**src/rtl/mc_main_controller.sv**
```systemverilog
// Sequencing FSM and ALU decoder for a multi-cycle MIPS datapath with a single
// unified memory. Control outputs are decoded from the current state and IR fields.
module mc_main_controller (
  input  logic       clk,
  input  logic       reset,
  input  logic [5:0] opcode,
  input  logic [5:0] funct,
  input  logic       mem_ready,
  output logic       pc_write,
  output logic       branch,
  output logic       iord,
  output logic       mem_read,
  output logic       mem_write,
  output logic       ir_write,
  output logic       reg_write,
  output logic       reg_dst,
  output logic       mem_to_reg,
  output logic [1:0] alu_src_a,
  output logic [1:0] alu_src_b,
  output logic [1:0] pc_src,
  output logic [3:0] alu_ctrl,
  output logic       instr_done,
  output logic       illegal_instr,
  output logic [3:0] state_dbg
);

  localparam logic [3:0] S_FETCH  = 4'd0;
  localparam logic [3:0] S_DECODE = 4'd1;
  localparam logic [3:0] S_MEMADR = 4'd2;
  localparam logic [3:0] S_MEMRD  = 4'd3;
  localparam logic [3:0] S_MEMWB  = 4'd4;
  localparam logic [3:0] S_MEMWR  = 4'd5;
  localparam logic [3:0] S_EXEC_R = 4'd6;
  localparam logic [3:0] S_ALUWB  = 4'd7;
  localparam logic [3:0] S_BRANCH = 4'd8;
  localparam logic [3:0] S_IEXEC  = 4'd9;
  localparam logic [3:0] S_IWB    = 4'd10;
  localparam logic [3:0] S_JUMP   = 4'd11;

  localparam logic [3:0] ALU_ADD  = 4'd0;
  localparam logic [3:0] ALU_SUB  = 4'd1;
  localparam logic [3:0] ALU_SLT  = 4'd2;
  localparam logic [3:0] ALU_SLTU = 4'd3;
  localparam logic [3:0] ALU_SLL  = 4'd4;
  localparam logic [3:0] ALU_SRL  = 4'd5;
  localparam logic [3:0] ALU_SRA  = 4'd6;
  localparam logic [3:0] ALU_AND  = 4'd7;
  localparam logic [3:0] ALU_OR   = 4'd8;

  localparam logic [5:0] OP_RTYPE = 6'h00;
  localparam logic [5:0] OP_J     = 6'h02;
  localparam logic [5:0] OP_BEQ   = 6'h04;
  localparam logic [5:0] OP_ADDI  = 6'h08;
  localparam logic [5:0] OP_ADDIU = 6'h09;
  localparam logic [5:0] OP_LW    = 6'h23;
  localparam logic [5:0] OP_SW    = 6'h2B;

  logic [3:0] state_q, state_d;
  logic       r_legal;
  logic       r_shamt;
  logic [3:0] r_alu;

  // R-type funct decode; the immediate shifts take their amount from shamt.
  always_comb begin
    r_legal = 1'b1;
    r_shamt = 1'b0;
    r_alu   = ALU_ADD;
    case (funct)
      6'h00: begin r_alu = ALU_SLL; r_shamt = 1'b1; end
      6'h02: begin r_alu = ALU_SRL; r_shamt = 1'b1; end
      6'h03: begin r_alu = ALU_SRA; r_shamt = 1'b1; end
      6'h04: r_alu = ALU_SLL;
      6'h20, 6'h21: r_alu = ALU_ADD;
      6'h22, 6'h23: r_alu = ALU_SUB;
      6'h24: r_alu = ALU_AND;
      6'h25: r_alu = ALU_OR;
      6'h2A: r_alu = ALU_SLT;
      6'h2B: r_alu = ALU_SLTU;
      default: r_legal = 1'b0;
    endcase
  end

  always_comb begin
    state_d       = state_q;
    pc_write      = 1'b0;
    branch        = 1'b0;
    iord          = 1'b0;
    mem_read      = 1'b0;
    mem_write     = 1'b0;
    ir_write      = 1'b0;
    reg_write     = 1'b0;
    reg_dst       = 1'b0;
    mem_to_reg    = 1'b0;
    alu_src_a     = 2'b00;
    alu_src_b     = 2'b00;
    pc_src        = 2'b00;
    alu_ctrl      = ALU_ADD;
    instr_done    = 1'b0;
    illegal_instr = 1'b0;
    case (state_q)
      S_FETCH: begin
        mem_read  = 1'b1;
        alu_src_b = 2'b01;
        ir_write  = mem_ready;
        pc_write  = mem_ready;
        if (mem_ready) state_d = S_DECODE;
      end
      S_DECODE: begin
        alu_src_b = 2'b11;
        case (opcode)
          OP_RTYPE:         state_d = r_legal ? S_EXEC_R : S_FETCH;
          OP_LW, OP_SW:     state_d = S_MEMADR;
          OP_BEQ:           state_d = S_BRANCH;
          OP_ADDI, OP_ADDIU: state_d = S_IEXEC;
          OP_J:             state_d = S_JUMP;
          default:          state_d = S_FETCH;
        endcase
        if (state_d == S_FETCH) begin
          illegal_instr = 1'b1;
          instr_done    = 1'b1;
        end
      end
      S_MEMADR: begin
        alu_src_a = 2'b01;
        alu_src_b = 2'b10;
        state_d   = (opcode == OP_SW) ? S_MEMWR : S_MEMRD;
      end
      S_MEMRD: begin
        mem_read = 1'b1;
        iord     = 1'b1;
        if (mem_ready) state_d = S_MEMWB;
      end
      S_MEMWB: begin
        reg_write  = 1'b1;
        mem_to_reg = 1'b1;
        instr_done = 1'b1;
        state_d    = S_FETCH;
      end
      S_MEMWR: begin
        mem_write  = 1'b1;
        iord       = 1'b1;
        instr_done = mem_ready;
        if (mem_ready) state_d = S_FETCH;
      end
      S_EXEC_R: begin
        alu_src_a = r_shamt ? 2'b10 : 2'b01;
        alu_ctrl  = r_alu;
        state_d   = S_ALUWB;
      end
      S_ALUWB: begin
        reg_write  = 1'b1;
        reg_dst    = 1'b1;
        instr_done = 1'b1;
        state_d    = S_FETCH;
      end
      S_BRANCH: begin
        alu_src_a  = 2'b01;
        alu_ctrl   = ALU_SUB;
        pc_src     = 2'b01;
        branch     = 1'b1;
        instr_done = 1'b1;
        state_d    = S_FETCH;
      end
      S_IEXEC: begin
        alu_src_a = 2'b01;
        alu_src_b = 2'b10;
        state_d   = S_IWB;
      end
      S_IWB: begin
        reg_write  = 1'b1;
        instr_done = 1'b1;
        state_d    = S_FETCH;
      end
      S_JUMP: begin
        pc_src     = 2'b10;
        pc_write   = 1'b1;
        instr_done = 1'b1;
        state_d    = S_FETCH;
      end
      default: state_d = S_FETCH;
    endcase
    // Reset overrides the current state, so no side effect may escape that cycle.
    if (reset) begin
      pc_write      = 1'b0;
      branch        = 1'b0;
      ir_write      = 1'b0;
      reg_write     = 1'b0;
      mem_read      = 1'b0;
      mem_write     = 1'b0;
      instr_done    = 1'b0;
      illegal_instr = 1'b0;
    end
  end

  always_ff @(posedge clk) begin
    if (reset) state_q <= S_FETCH;
    else       state_q <= state_d;
  end

  assign state_dbg = state_q;

endmodule

```
**config.mk**
```make
export PLATFORM = sky130hd
export DESIGN_NAME = mc_main_controller
export DESIGN_NICKNAME = d
export VERILOG_FILES = /design/src/rtl/mc_main_controller.sv
export SDC_FILE = /design/constraint.sdc
export NUM_CORES = 1
export LEC_CHECK = 0
export CORE_ASPECT_RATIO = 0.8
export CORE_UTILIZATION = 36
export DETAILED_ROUTE_END_ITERATION = 10
export GPL_ROUTABILITY_DRIVEN = 0
export PLACE_DENSITY = 0.76
export RECOVER_POWER = 50
export REMOVE_ABC_BUFFERS = 1
export SYNTH_ARGS = -nofsm -noshare
export SYNTH_HDL_FRONTEND = slang
export SYNTH_SLANG_ARGS = --single-unit
```
**constraint.sdc**
```tcl
create_clock -name clk -period 1.46 [get_ports clk]
set_clock_uncertainty 0.1 [all_clocks]
set_input_delay 0.219 -clock clk [delete_from_list [all_inputs] [get_ports clk]]
set_output_delay 0.219 -clock clk [all_outputs]
set_load 0.05 [all_outputs]
```
==> summary.txt, run 1 <==
Fraction of the mapped netlist area in adder cells: 0%
Share of synthesized cell area in and, or, nand and nor gates: 46.78%
Resize count post-CTS: 101
Buffers inserted by post-CTS timing repair: 15
TritonCTS Buffers: 3
Sequential area share after synthesis: 10.05%
Overall die width: 54.61 µm
Post-synthesis instance total: 119
Starting Density: 40.27%
TritonCTS sink count: 4
Placed wire-length estimate: 2953 µm
FF+latch count, synth: 4
Cell chosen for the clock root: sky130_fd_sc_hd__clkbuf_4
Post-synthesis share of cell area spent on xor and xnor gates: 0%
Multiplexer area fraction after synthesis: 2.669%
Post-Synthesis Mean Instance Area: 6.698 µm²
Worst-case clock buffer depth: 2
Tool error: [ERROR DPL-0038] Utilization greater than 100%, impossible to legalize
Unique masters post-synth: 39
Number of H-tree levels: 1
Syn. warnings: 0
Buffers on Ports: 39
# rows: 14
Post-CTS Hold Buffers: 0
Vertical extent of the die: 44.09 µm
Stage where the flow stopped: 4_1_cts
Compound-gate portion of the synthesized area: 28.10%
Number of top-level design ports: 40
Cell Area, Synth: 797.0 µm²
Dominant combinational cell family by area after synthesis: simple AND/OR/NAND/NOR gates
Outcome: aborted with a tool error
## cell usage after synthesis
cell / number / share of area, %
sky130_fd_sc_hd__a2111oi_2: 1 / 1.9
sky130_fd_sc_hd__a211o_1: 2 / 2.2
sky130_fd_sc_hd__a211oi_1: 2 / 1.9
sky130_fd_sc_hd__a21oi_1: 10 / 6.3
sky130_fd_sc_hd__a22o_1: 1 / 1.1
sky130_fd_sc_hd__a311oi_1: 1 / 1.1
sky130_fd_sc_hd__a31oi_1: 2 / 1.6
sky130_fd_sc_hd__and2_1: 1 / 0.79
sky130_fd_sc_hd__and3_1: 3 / 2.4
sky130_fd_sc_hd__and4_1: 1 / 1.1
sky130_fd_sc_hd__buf_2: 1 / 0.63
sky130_fd_sc_hd__buf_6: 2 / 2.8
sky130_fd_sc_hd__clkbuf_1: 1 / 0.47
sky130_fd_sc_hd__clkbuf_8: 3 / 5.2
sky130_fd_sc_hd__dfxtp_1: 4 / 10
sky130_fd_sc_hd__inv_1: 7 / 3.3
sky130_fd_sc_hd__mux2_2: 1 / 1.4
sky130_fd_sc_hd__mux2i_1: 1 / 1.3
sky130_fd_sc_hd__nand2_1: 5 / 2.4
sky130_fd_sc_hd__nand2b_1: 9 / 7.1
sky130_fd_sc_hd__nand3_1: 7 / 4.4
sky130_fd_sc_hd__nand3b_1: 2 / 1.9
sky130_fd_sc_hd__nand4_1: 1 / 0.79
sky130_fd_sc_hd__nor2_1: 13 / 6.1
sky130_fd_sc_hd__nor2b_1: 2 / 1.6
sky130_fd_sc_hd__nor3_1: 10 / 6.3
sky130_fd_sc_hd__nor3_4: 1 / 2.0
sky130_fd_sc_hd__nor3b_1: 3 / 2.8
sky130_fd_sc_hd__nor4_1: 1 / 0.79
sky130_fd_sc_hd__nor4_2: 1 / 1.6
sky130_fd_sc_hd__nor4b_1: 2 / 2.2
sky130_fd_sc_hd__o21a_1: 1 / 0.94
sky130_fd_sc_hd__o21ai_0: 9 / 5.7
sky130_fd_sc_hd__o2bb2ai_1: 1 / 1.1
sky130_fd_sc_hd__o31a_1: 2 / 2.2
sky130_fd_sc_hd__o31ai_1: 1 / 0.94
sky130_fd_sc_hd__o32a_1: 1 / 1.3
sky130_fd_sc_hd__or3_1: 2 / 1.6
sky130_fd_sc_hd__or3b_1: 1 / 1.1
## per-stage QoR
step                cell area, µm²  utilization [%]  TNS (ns)  worst slack, ns  cells
detailed placement            1750            88.43    -7.718          -0.7560    224
global placement              1750            88.43    -6.831          -0.6645    224
floorplan                    724.4                -    -21.48           -1.494    112
## kinds of logic after synthesis
kind of cell           count (synthesis)
AND/OR/NAND/NOR                       65
AO/OA/AOI/OAI                         34
multiplexers                           2
buffers and inverters                 14
flip-flops                             4
==> run 2, diff against run 1 <==
--- a/config.mk
+++ b/config.mk
@@ -5,11 +5,11 @@
 export SDC_FILE = /design/constraint.sdc
 export NUM_CORES = 1
 export LEC_CHECK = 0
-export CORE_ASPECT_RATIO = 0.8
-export CORE_UTILIZATION = 36
+export CORE_AREA = 2 2 63 65
 export DETAILED_ROUTE_END_ITERATION = 10
+export DIE_AREA = 0 0 65 67
 export GPL_ROUTABILITY_DRIVEN = 0
-export PLACE_DENSITY = 0.76
+export PLACE_DENSITY_LB_ADDON = 0.15
 export RECOVER_POWER = 50
 export REMOVE_ABC_BUFFERS = 1
 export SYNTH_ARGS = -nofsm -noshare
==> constraint.sdc (replaced) <==
create_clock -name clk -period 1.9 [get_ports clk]
set_clock_uncertainty 0.1 [all_clocks]
set_input_delay 0.285 -clock clk [delete_from_list [all_inputs] [get_ports clk]]
set_output_delay 0.285 -clock clk [all_outputs]
set_load 0.05 [all_outputs]
==> run 2 against run 1 <==
Net effect:
- the flow now finishes, with violations (negative setup slack)
- area after synthesis unchanged
- synthesized cell count stayed put
==> summary.txt, run 2 <==
Overall die width: 65 µm
Path class of the lowest-slack min-delay path: in -> reg
Internal cell power: 359.2 µW
Unique masters post-synth: 39
Number of nets still failing antenna checks after routing: 0
Register cell area after layout: 87.58 µm²
FF-to-FF setup slack: 0.30 ns
Endpoint of the worst register-to-register path: state_dbg[2]
Register share of total power: 15.6%
Final critical path time including I/O delays and setup: 1.961 ns
Post-layout nets: 218
Outcome: finished with violations
Min-delay src: reset
Detailed-route vias per instance: 4.948
Core Area: 3606 µm²
Violation count after the first detailed-route iteration: 25
Combined global-route utilization of all metal layers: 15.72%
Most used cells in the layout excluding fill and tap cells: sky130_fd_sc_hd__buf_4 (42), sky130_fd_sc_hd__buf_12 (20), sky130_fd_sc_hd__nor2_1 (11), sky130_fd_sc_hd__a21oi_1 (8)
Routed wire length per instance: 13.90 µm
Maximum number of pins on one net before global-route repair: 14
Fraction of layout instances using a drive strength above 1: 53.73%
Achievable Freq: 509.9 MHz
Req. time, crit path: 1.51 ns
Number of cells on the worst reg-to-reg path: 5
Post-synthesis instance total: 119
Number of cells after detailed placement: 235
Power spent charging and discharging nets: 207.8 µW
Wire length of the first global-routing pass: 5388 µm
Number of H-tree levels: 1
Count of pins over their slew limit: 0
Count of filler cells inserted in the layout: 359
Unrepaired setup endpoints after global routing: yes
Leading area contributor after synthesis: sky130_fd_sc_hd__dfxtp_1
Portion of synthesized cell area occupied by the leading cell type: 10.05%
Clock latency on the worst-skew pair: 0.22 ns
Antenna violations before repair: 0
Vertical extent of the die: 67 µm
Cell Area, Synth: 797.0 µm²
Number of top-level design ports: 40
TritonCTS clock tree: done
Residual DRC count: 0
Sw Share: 36.65%
Cell chosen for the clock root: sky130_fd_sc_hd__clkbuf_8
Share of the cycle needed by the critical path after routing: 103.2%
Die area: 4355 µm²
Placement Setup Slack: -0.4125 ns
Post-layout instance count excluding filler cells: 249
Highest ir drop seen on vdd: 0.2120 mV
1st-pass router iterations: 4
Final setup viols: 5
Prevailing post-synth register cell: sky130_fd_sc_hd__dfxtp_1
Start-to-end type of the worst setup path: reg -> out
Final cell utilization of the core: 52.98%
Top post-synthesis cells by count: sky130_fd_sc_hd__nor2_1 (13), sky130_fd_sc_hd__a21oi_1 (10), sky130_fd_sc_hd__nor3_1 (10)
FF+latch count, synth: 4
Ratio of total power to cell area: 296.7 nW/µm²
Leakage: 0.7930 nW
Final Worst Setup Slack: -0.06115 ns
Post-Synthesis Mean Instance Area: 6.698 µm²
Number of hold-slack violations in the final timing report: 0
Cell depth of the worst min-delay path: 3
Most frequent standard cell in the layout excluding fill and tap cells: sky130_fd_sc_hd__buf_4
Count of max-cap constraint violations: 0
Origin of the critical flop-to-flop path: state_dbg[1]
Buffers on Ports: 39
Largest cells by area after synthesis: sky130_fd_sc_hd__dfxtp_1 (10%), sky130_fd_sc_hd__nand2b_1 (7.1%), sky130_fd_sc_hd__a21oi_1 (6.3%)
Worst-case clock buffer depth: 2
Proportion of synthesized flip-flops having asynchronous set or reset: 0%
Syn. warnings: 0
Multi-input combinational cell area: 758.2 µm²
Placed wire-length estimate: 2518 µm
Total inserted antenna cells: 0
Data arrival time of the critical path: 1.58 ns
Starting Density: 22.10%
WL final: 3460 µm
Worst hold endpoint: state_dbg[2]
DR vias: 1232
Most frequent cell after synthesis: sky130_fd_sc_hd__nor2_1
Combinational cell fraction of total power: 52.2%
Kind of end point of the critical path: output port
Clock input transition at the sequential cells of the worst setup and hold paths: 0.03 ns
Sequential area share after synthesis: 10.05%
# rows: 22
Worst setup SP type: register
Max FFs per register: 4
TritonCTS sink count: 4
Crit Path Max Fanout: 3
Failing checks: negative setup slack
Remaining Overflow, GRT: 0
Number of flops mapped to enable cells by yosys: 0
Via count of the first global-routing pass: 1201
TritonCTS Buffers: 3
Worst slew pin tran: 0.6023 ns
Power consumption: 566.9 µW
Remaining max-slew budget at the tightest pin: 60.02%
Clk pwr share: 32.2%
Area added between synthesis and finish: 139.7%
==> run 2: cell families after synthesis <==
| family | share of synthesized area [%] |
|---|---|
| buffers and inverters | 12.40 |
| and+or+nand+nor | 46.78 |
| AOI/OAI and AO/OA | 28.10 |
| DFF | 10.05 |
| muxes | 2.669 |
==> run 2: worst max-delay path by stage <==
stage	start	to	slack, ns	cells after the start
6_report	state_dbg[3]	alu_ctrl[2]	-0.06	5
5_1_grt	state_dbg[0]	alu_ctrl[2]	-0.1	5
4_1_cts	state_dbg[3]	alu_ctrl[3]	-0.07	6
3_5_place_dp	opcode[3]	instr_done	-0.41	5
3_3_place_gp	opcode[3]	instr_done	-0.37	5
2_1_floorplan	state_dbg[2]	alu_ctrl[2]	-1.12	3
==> run 2: worst max-delay path, stage by stage, from the launching register on <==
cell                        delay (ns)
sky130_fd_sc_hd__dfxtp_2          0.33
sky130_fd_sc_hd__nand2b_4         0.14
sky130_fd_sc_hd__or3_4            0.39
sky130_fd_sc_hd__a2111oi_4        0.20
sky130_fd_sc_hd__buf_4            0.17
sky130_fd_sc_hd__buf_12           0.12
==> run 2: through the flow <==
step / area, µm² / hold slack (ns) / setup TNS [ns]
after global placement: 1658 / 0.4917 / -2.069
final: 1911 / 0.4021 / -0.1166
after CTS: 1859 / 0.4994 / -0.2198
after floorplan: 724.4 / 0.2571 / -12.74
after global routing: 1911 / 0.4165 / -0.3729
after detailed placement: 1658 / 0.4910 / -2.193
==> run 2: layout make-up <==
class                   count  area share [%]
well taps                  48           3.143
flip-flops and latches      4           4.584
inverters                   7           1.768
clock buffers               3           2.161
multi-input cells         101           39.69
repair buffers             86           48.66
==> run 2: timing repair <==
| item | in CTS | in global routing |
|---|---|---|
| hold buffers | 0 | 0 |
| setup buffers | 7 | 6 |
| pin swaps | 12 | 13 |
| resized for setup | 54 | 18 |
| endpoints found under the hold margin | 0 | 0 |
| endpoints found under the setup margin | 11 | 11 |
==> run 2: power groups by stage <==
stage	sequential, mW	clock, mW	combinational, mW
2_1_floorplan	0.104	0	0.0980
3_3_place_gp	0.0895	0	0.272
3_5_place_dp	0.0896	0	0.276
4_1_cts	0.0890	0.186	0.291
5_1_grt	0.0888	0.191	0.314
6_report	0.0884	0.183	0.296
==> run 2: per-layer routing <==
metal	vias up	share of wire (%)	GRT usage, %
met4	0	2.2	7.979
met3	7	4.7	2.534
met2	43	50	26.68
li1	606	-	-
met1	576	43	19.10
met5	-	0	0
(Power assumes the default switching activity.)
